`src/rtl/coin_acceptor.sv`:
```
// rtl/coin_acceptor.sv - coin sensor synchronizer, debouncer and spaced credit pulse issuer (optional macro COIN_COUNT_EN)
module coin_acceptor #(
  parameter int DEB_CYCLES = 4,
  parameter int GAP        = 2
) (
  input  logic       clk,
  input  logic       rst,
`ifdef COIN_COUNT_EN
  input  logic       clear_cnt,
`endif
  input  logic       n_raw,
  input  logic       d_raw,
  output logic       N,
  output logic       D,
  output logic       rej
`ifdef COIN_COUNT_EN
  ,
  output logic [7:0] n_count,
  output logic [7:0] d_count
`endif
);

  localparam int CW = $clog2(DEB_CYCLES);
  localparam int GW = $clog2(GAP + 1);

  localparam logic [CW-1:0] CNT_ONE  = CW'(1);
  localparam logic [CW-1:0] CNT_LAST = CW'(DEB_CYCLES - 1);
  localparam logic [GW-1:0] GAP_LOAD = GW'(GAP);
  localparam logic [GW-1:0] GAP_ONE  = GW'(1);

  // Channel index 0 is the nickel sensor, index 1 the dime sensor.
  typedef enum logic [1:0] {
    ST_LOW  = 2'd0,
    ST_RISE = 2'd1,
    ST_HIGH = 2'd2,
    ST_FALL = 2'd3
  } deb_state_t;

  logic [1:0]    r_sync1;
  logic [1:0]    r_sync2;
  deb_state_t    r_state     [2];
  deb_state_t    w_state_nxt [2];
  logic [CW-1:0] r_cnt       [2];
  logic [CW-1:0] w_cnt_nxt   [2];
  logic [1:0]    w_strobe;
  logic [1:0]    r_q;

  logic          r_slot_full;
  logic          r_slot_dime;
  logic [GW-1:0] r_gap;
  logic          r_n_pulse;
  logic          r_d_pulse;
  logic          r_rej;

  logic          w_issue;
  logic          w_both;
  logic          w_one;
  logic          w_accept;
  logic          w_rej_nxt;
  logic          w_slot_full_nxt;
  logic          w_slot_dime_nxt;
  logic [GW-1:0] w_gap_nxt;

  // Two-flop synchronizer on both raw sensor lines.
  always_ff @(posedge clk or negedge rst) begin
    if (!rst) begin
      r_sync1 <= 2'b00;
      r_sync2 <= 2'b00;
    end else begin
      r_sync1 <= {d_raw, n_raw};
      r_sync2 <= r_sync1;
    end
  end

  // Debounce state and hold counter registers; strobe is registered so it lasts one cycle.
  always_ff @(posedge clk or negedge rst) begin
    if (!rst) begin
      for (int i = 0; i < 2; i++) begin
        r_state[i] <= ST_LOW;
        r_cnt[i]   <= '0;
      end
      r_q <= 2'b00;
    end else begin
      for (int i = 0; i < 2; i++) begin
        r_state[i] <= w_state_nxt[i];
        r_cnt[i]   <= w_cnt_nxt[i];
      end
      r_q <= w_strobe;
    end
  end

  // Debounce next state: a level must hold DEB_CYCLES synchronized cycles; only LOW->HIGH strobes.
  always_comb begin
    w_strobe = 2'b00;
    for (int i = 0; i < 2; i++) begin
      w_state_nxt[i] = r_state[i];
      w_cnt_nxt[i]   = r_cnt[i];
      case (r_state[i])
        ST_LOW: begin
          if (r_sync2[i]) begin
            w_state_nxt[i] = ST_RISE;
            w_cnt_nxt[i]   = CNT_ONE;
          end
        end
        ST_RISE: begin
          if (!r_sync2[i]) begin
            w_state_nxt[i] = ST_LOW;
          end else if (r_cnt[i] == CNT_LAST) begin
            w_state_nxt[i] = ST_HIGH;
            w_strobe[i]    = 1'b1;
          end else begin
            w_cnt_nxt[i] = r_cnt[i] + CNT_ONE;
          end
        end
        ST_HIGH: begin
          if (!r_sync2[i]) begin
            w_state_nxt[i] = ST_FALL;
            w_cnt_nxt[i]   = CNT_ONE;
          end
        end
        ST_FALL: begin
          if (r_sync2[i]) begin
            w_state_nxt[i] = ST_HIGH;
          end else if (r_cnt[i] == CNT_LAST) begin
            w_state_nxt[i] = ST_LOW;
          end else begin
            w_cnt_nxt[i] = r_cnt[i] + CNT_ONE;
          end
        end
        default: begin
          w_state_nxt[i] = ST_LOW;
          w_cnt_nxt[i]   = '0;
        end
      endcase
    end
  end

  // Arbitration and issue: a strobe may refill the slot in the same cycle it is being issued.
  always_comb begin
    w_issue         = r_slot_full && (r_gap == '0);
    w_both          = r_q[0] && r_q[1];
    w_one           = r_q[0] ^ r_q[1];
    w_accept        = w_one && (!r_slot_full || w_issue);
    w_rej_nxt       = w_both || (w_one && r_slot_full && !w_issue);
    w_slot_full_nxt = r_slot_full;
    w_slot_dime_nxt = r_slot_dime;
    w_gap_nxt       = r_gap;
    if (w_accept) begin
      w_slot_full_nxt = 1'b1;
      w_slot_dime_nxt = r_q[1];
    end else if (w_issue) begin
      w_slot_full_nxt = 1'b0;
    end
    if (w_issue) begin
      w_gap_nxt = GAP_LOAD;
    end else if (r_gap != '0) begin
      w_gap_nxt = r_gap - GAP_ONE;
    end
  end

  // Pending slot, gap counter and registered output pulses.
  always_ff @(posedge clk or negedge rst) begin
    if (!rst) begin
      r_slot_full <= 1'b0;
      r_slot_dime <= 1'b0;
      r_gap       <= '0;
      r_n_pulse   <= 1'b0;
      r_d_pulse   <= 1'b0;
      r_rej       <= 1'b0;
    end else begin
      r_slot_full <= w_slot_full_nxt;
      r_slot_dime <= w_slot_dime_nxt;
      r_gap       <= w_gap_nxt;
      r_n_pulse   <= w_issue && !r_slot_dime;
      r_d_pulse   <= w_issue && r_slot_dime;
      r_rej       <= w_rej_nxt;
    end
  end

  assign N   = r_n_pulse;
  assign D   = r_d_pulse;
  assign rej = r_rej;

`ifdef COIN_COUNT_EN
  logic [7:0] r_n_count;
  logic [7:0] r_d_count;

  // Saturating credit counters; clear wins over a same-cycle increment.
  always_ff @(posedge clk or negedge rst) begin
    if (!rst) begin
      r_n_count <= 8'd0;
      r_d_count <= 8'd0;
    end else if (clear_cnt) begin
      r_n_count <= 8'd0;
      r_d_count <= 8'd0;
    end else begin
      if (w_issue && !r_slot_dime && (r_n_count != 8'hFF)) begin
        r_n_count <= r_n_count + 8'd1;
      end
      if (w_issue && r_slot_dime && (r_d_count != 8'hFF)) begin
        r_d_count <= r_d_count + 8'd1;
      end
    end
  end

  assign n_count = r_n_count;
  assign d_count = r_d_count;
`endif

endmodule

```
`config.mk`:
```
export PLATFORM = sky130hd
export DESIGN_NAME = coin_acceptor
export DESIGN_NICKNAME = d
export VERILOG_FILES = /design/src/rtl/coin_acceptor.sv
export SDC_FILE = /design/constraint.sdc
export NUM_CORES = 1
export LEC_CHECK = 0
export CAP_MARGIN = 40
export CORE_MARGIN = 4
export CORE_UTILIZATION = 45
export DETAILED_ROUTE_END_ITERATION = 8
export DONT_BUFFER_PORTS = 1
export GPL_TIMING_DRIVEN = 0
export PLACE_DENSITY_LB_ADDON = 0.3
export SYNTH_ARGS = -nofsm -noshare
export SYNTH_HDL_FRONTEND = slang
export SYNTH_SLANG_ARGS = --single-unit
```
`constraint.sdc`:
```
create_clock -name clk -period 1.2 [get_ports clk]
set_input_delay 0.3 -clock clk [delete_from_list [all_inputs] [get_ports clk]]
set_output_delay 0.3 -clock clk [all_outputs]
set_load 0.01 [all_outputs]
```
; ---- Yosys cells after proc, flatten, opt, wreduce, memory -nomap -nowiden
; Index checks and enable logic that the tools add are counted.
[classes]
addsub = 3
eq_ne = 20
mux = 34
bitwise_logic = 1
reduce_logical = 22
[op_table]
columns = operator, count
row1 = $mux 2, 22
row2 = $pmux 2 s4, 4
row3 = $ne 2x2->1 const B, 8
row4 = $reduce_and 4->1, 4
row5 = $eq 2x2->1 const B, 6
row6 = $ne 3x3->1 const B, 4
row7 = $mux 1, 8
row8 = $logic_and 1x1->1, 7
row9 = $logic_not 2->1, 3
row10 = $reduce_bool 2->1, 3
row11 = $add 2x1->2 const B, 2
row12 = $eq 2x1->1 const B, 2
row13 = $logic_not 1->1, 3
row14 = $logic_or 1x1->1, 2
row15 = $sub 2x1->2 const B, 1
row16 = $xor 1x1->1, 1
[totals]
reg_bits = 21
inputBits = 4
output_inout_bits = 3
wordCells = 93

; ---- Depth between registers and ports, before layout
[logic_depth]
depth_word = 5
mapped_depth = 5
depth_no_buf = 5

; ---- Least setup slack after synthesis
; No wires, ideal clock.
[synth_timing]
kind = register -> register
startpoint = reg r_gap[0]
endpoint = reg r_slot_dime
setup_time_ns = 0.125
arrival_ns = 1.143
t_required_ns = 1.075
setup_slack_ns = -0.069
path_stages_with_launch = 6
n_path_buf = 0
period_less_slack_ns = 1.269
path_cell_list = dfrtp_1 > inv_1 > ha_1 > nand2b_2 > nand2_2 > mux2_4
[synth_between]
elab_chain_cells = 4
[synth_rtl]
columns = item, line_no
row1 = "start, declared", 50  ; logic [GW-1:0] r_gap;
row2 = "start signal, assigned", 173  ; r_gap <= w_gap_nxt;
row3 = $logic_not 2->1, 140  ; w_issue = r_slot_full && (r_gap == '0);
row4 = $logic_and 1x1->1, 140
row5 = $logic_or 1x1->1, 143  ; w_accept = w_one && (!r_slot_full || w_issue);
row6 = $logic_and 1x1->1, 143
row7 = "end signal, assigned", 172  ; r_slot_dime <= w_slot_dime_nxt;
row8 = "end, declared", 49  ; logic r_slot_dime;
; Every way passes these cells.
; A chain may end at the register's enable or synchronous reset.

; ---- Worst setup path in the final report
[layout_timing]
startpoint = reg r_q[1]
endpoint = reg r_slot_dime
[layout_between]
elab_chain_cells = 2
[layout_rtl]
columns = item, line_no
row1 = "start, declared", 46  ; logic [1:0] r_q;
row2 = "start signal, assigned", 88  ; r_q <= w_strobe;
row3 = $xor 1x1->1, 142  ; w_one = r_q[0] ^ r_q[1];
row4 = $logic_and 1x1->1, 143
; Parallel ways exist; a longest one is shown, timed or not.

==> summary by stage <==
Route
The via count of the routed design is 538. After detailed routing, the total wire length is approximately 1.2 mm. The number of routed nets with antenna violations is 0. The violation count after the first detailed-routing iteration is 7. The vias per cell is around 5. The number of search-and-repair iterations in the first detailed-routing pass is 4. The post-detailed-route DRC marker count is 0. The routed wirelength normalized by instance count is ~11 microns.

Clocking
The tree is rooted in a sky130_fd_sc_hd__clkbuf_4. TritonCTS built the clock tree. The clock sink count is 21. The CTS buffer count is 3. In this run the number of H-tree levels came out at 1. The clock slew at the register clock pins of the worst setup and hold paths is 0.11 ns. The later pin in the worst-skew pair is clocked with a latency of approximately 0.30 ns. In this run the deepest clock path goes through 2 buffers.

Logic synthesis
The largest total area in the synthesized netlist belongs to sky130_fd_sc_hd__dfrtp_1. The post-synthesis instance total is 72. For this run, the number of Yosys warnings is 0. After synthesis, the largest area contributor takes up around 60% of total cell area.

The netlist uses 20 different library cells. A synthesized cell averages between 10 and 15 sq um. After synthesis the cells add up to roughly 900 sq um. The number of nets handed over by synthesis was between 80 and 90. Sorting the synthesized cells by area gives the leading types as sky130_fd_sc_hd__dfrtp_1, sky130_fd_sc_hd__ha_1, sky130_fd_sc_hd__nand2_1.

The synthesized design contains 21 register bits. Of the synthesized area, sequential elements account for about three fifths.

Critical path
The number of buffers and inverters on the critical path is 0. STA classifies the critical path startpoint as a register. The beginning of the critical path is r_q[1].

The data required time of the critical path is around 1.4 ns. The library cell contributing the largest single delay on the critical path is sky130_fd_sc_hd__dfrtp_1. The worst setup path is captured at a register.

Among cell families on the critical path, the largest total delay comes from flip-flops. On the worst path, the slowest cell contributes a delay of 0.40 ns. Data on the critical path arrives at its endpoint at about 1.4 ns. Walking the worst path, the cells encountered are ha_1 > nand2_2 > mux2_4. The worst setup path is of the register to register kind.

Across all register-to-register paths, the minimum setup slack is 0.02 ns. In this run the worst path has a maximum fanout of 2. The startpoint identified for the worst register-to-register timing path is r_q[1].

Cells and area
The number of antenna diodes in the final layout is 0. At the end of the flow, the number of nets in the layout was 94. The number of fill cells in the layout is 147. Cells with a size suffix above 1 make up a little over a fifth of the layout. The layout overhead on the synthesized area is 17.0%.

Global routing
The number of global-route vias before repair was 522. The wire length of the first global-routing pass is 2.02 mm. The initial antenna violation count is 0.

The global route total overflow is 0. For this run, the total global-route usage over all layers was measured as between 10 and 15%. The largest net degree at the start of global routing is 22.

STA
The final count of hold timing violations came to 0. The final clock period utilization by the worst path is between 90% and 100%. For the pin with the worst max-slew slack, the measured transition is roughly 0.46 ns.

Setup repair after global routing could not meet its margin everywhere. On the final layout, the worst hold slack is 0.362 ns. The relative slew slack is just under 70%. The clock arrives with 0.00556 ns of skew. Setup violations remaining at the end of the flow were counted as 0. The achievable clock frequency is 0.849 GHz. After routing, the total negative slack on setup checks comes to 0 ns. For the finished layout, the period the worst path requires is ~1.2 ns. The count of pins over their slew limit came to 0.

Power and ir drop
The post-route total power is ~2.2 mW. The peak supply drop is ~1.2 mV. Dividing total power by cell area gives a power density of around 2100 mW/mm^2. The analysis attributes to cell leakage a power of between 0.4 and 0.5 nW.

Floorplan
The die extent in x is ~52 microns. The core box area is about 0.0018 sq mm. The row count is 15. For this configuration, the core starts out at a cell density of between 40% and 50%. For this design the top-level I/O count stands at 7. In this run the vertical extent of the chip is 52.1 microns. The total die area is roughly 0.0027 sq mm.

Run
The number of maximum-capacitance violations is 0.

Place
Once detailed placement completed, the half-perimeter wirelength came to ~840 microns. The count of buffers added on input and output ports is 0. Routability-driven placement finished with a final weighted congestion of 0.710.

Worst hold path
In this run the most critical hold path is launched from r_sync1[0]. The path class of the tightest hold or removal check is register to register.

Run status
The run finished with clean final reports.
-- cells in the mapped netlist (all sizes together) --
library cell   n
a21oi          5
and3           1
and4b          2
dfrtp         21
ha             6
inv            3
mux2           3
mux2i          1
nand2         11
nand2b         1
nand3          4
nand4b         2
nor2           4
nor3           2
o21bai         1
or2b           1
xnor2          2
xor2           2
-- final cells by class --
type	count	area, sq um	share of cell area [%]
Clock buffer	3	22.5	2.20
Clock inverter	1	5.00	0.488
Inverter	3	11.3	1.10
Multi-Input combinational cell	48	362	35.3
Sequential cell	21	526	51.3
Tap cell	25	31.3	3.05
Timing Repair Buffer	7	67.6	6.59
-- sequential cells by signal, indices dropped and copies added, names as in the netlist, named ones only --
name,cells
r_state,2
r_cnt,4
D,1
r_gap,2
r_q,2
r_sync2,2
r_slot_dime,1
rej,1
N,1
r_slot_full,1
r_sync1,2
-- cell usage in the layout, fill, tap and decap left out, drive strengths merged --
cell / count
clkbuf: 3
a21oi: 5
xnor2: 2
ha: 6
nand3: 4
or2b: 1
nand4b: 2
and3: 1
xor2: 2
nand2b: 1
dfrtp: 21
dlygate4sd3: 3
nor2: 4
o21bai: 1
mux2i: 1
nand2: 11
buf: 4
inv: 3
clkinv: 1
mux2: 3
and4b: 2
nor3: 2
-- per-stage QoR --
step	utilization, %	setup slack, ns	cells	area, sq um
CTS	54.8	0.00364	104	977
finish	57.5	0.0220	108	1020
detailed placement	51.3	-0.0432	97	915
floorplan	-	0.00622	72	883
global placement	51.3	-0.0341	97	915
global route	57.5	-0.0386	108	1020
-- power by group --
group	switching, mW	total, mW	internal (mW)
registers	0.217	1.13	0.912
clock network	0.203	0.328	0.124
logic	0.333	0.745	0.412
-- kinds of logic after synthesis --
group,share of synthesized area [%]
XOR/XNOR,4.00
flip-flops,60.0
AND/OR/NAND/NOR,17.0
adder cells (fa/ha/maj),8.57
buffers and inverters,1.29
multiplexers,5.43
AO/OA/AOI/OAI,3.71
-- metal layers --
metal / vias to the layer above / global-route usage [%] / wire length, microns
met5: - / 0 / 0
met4: 0 / 3.93 / 6
met3: 2 / 5.16 / 62
met2: 9 / 18.0 / 597
met1: 262 / 10.6 / 495
li1: 265 / - / -
-- timing repair --
item,in CTS,in global routing
resized for setup,3,2
hold buffers,1,2
endpoints found under the setup margin,1,4
setup buffers,2,1
hold endpoints to repair,21,2
gates cloned,0,0
pin swaps,2,0
-- worst paths after layout --
check                         endpoint  cells after the start
setup / recovery           r_slot_dime                      3
hold / removal              r_sync2[0]                      0
setup reg to reg           r_slot_dime                      3
hold reg to reg             r_sync2[0]                      0
max in group asynchronous     r_cnt[0]                      2
min in group asynchronous  r_slot_dime                      1
No activity file was read; power rests on OpenSTA's default activity.
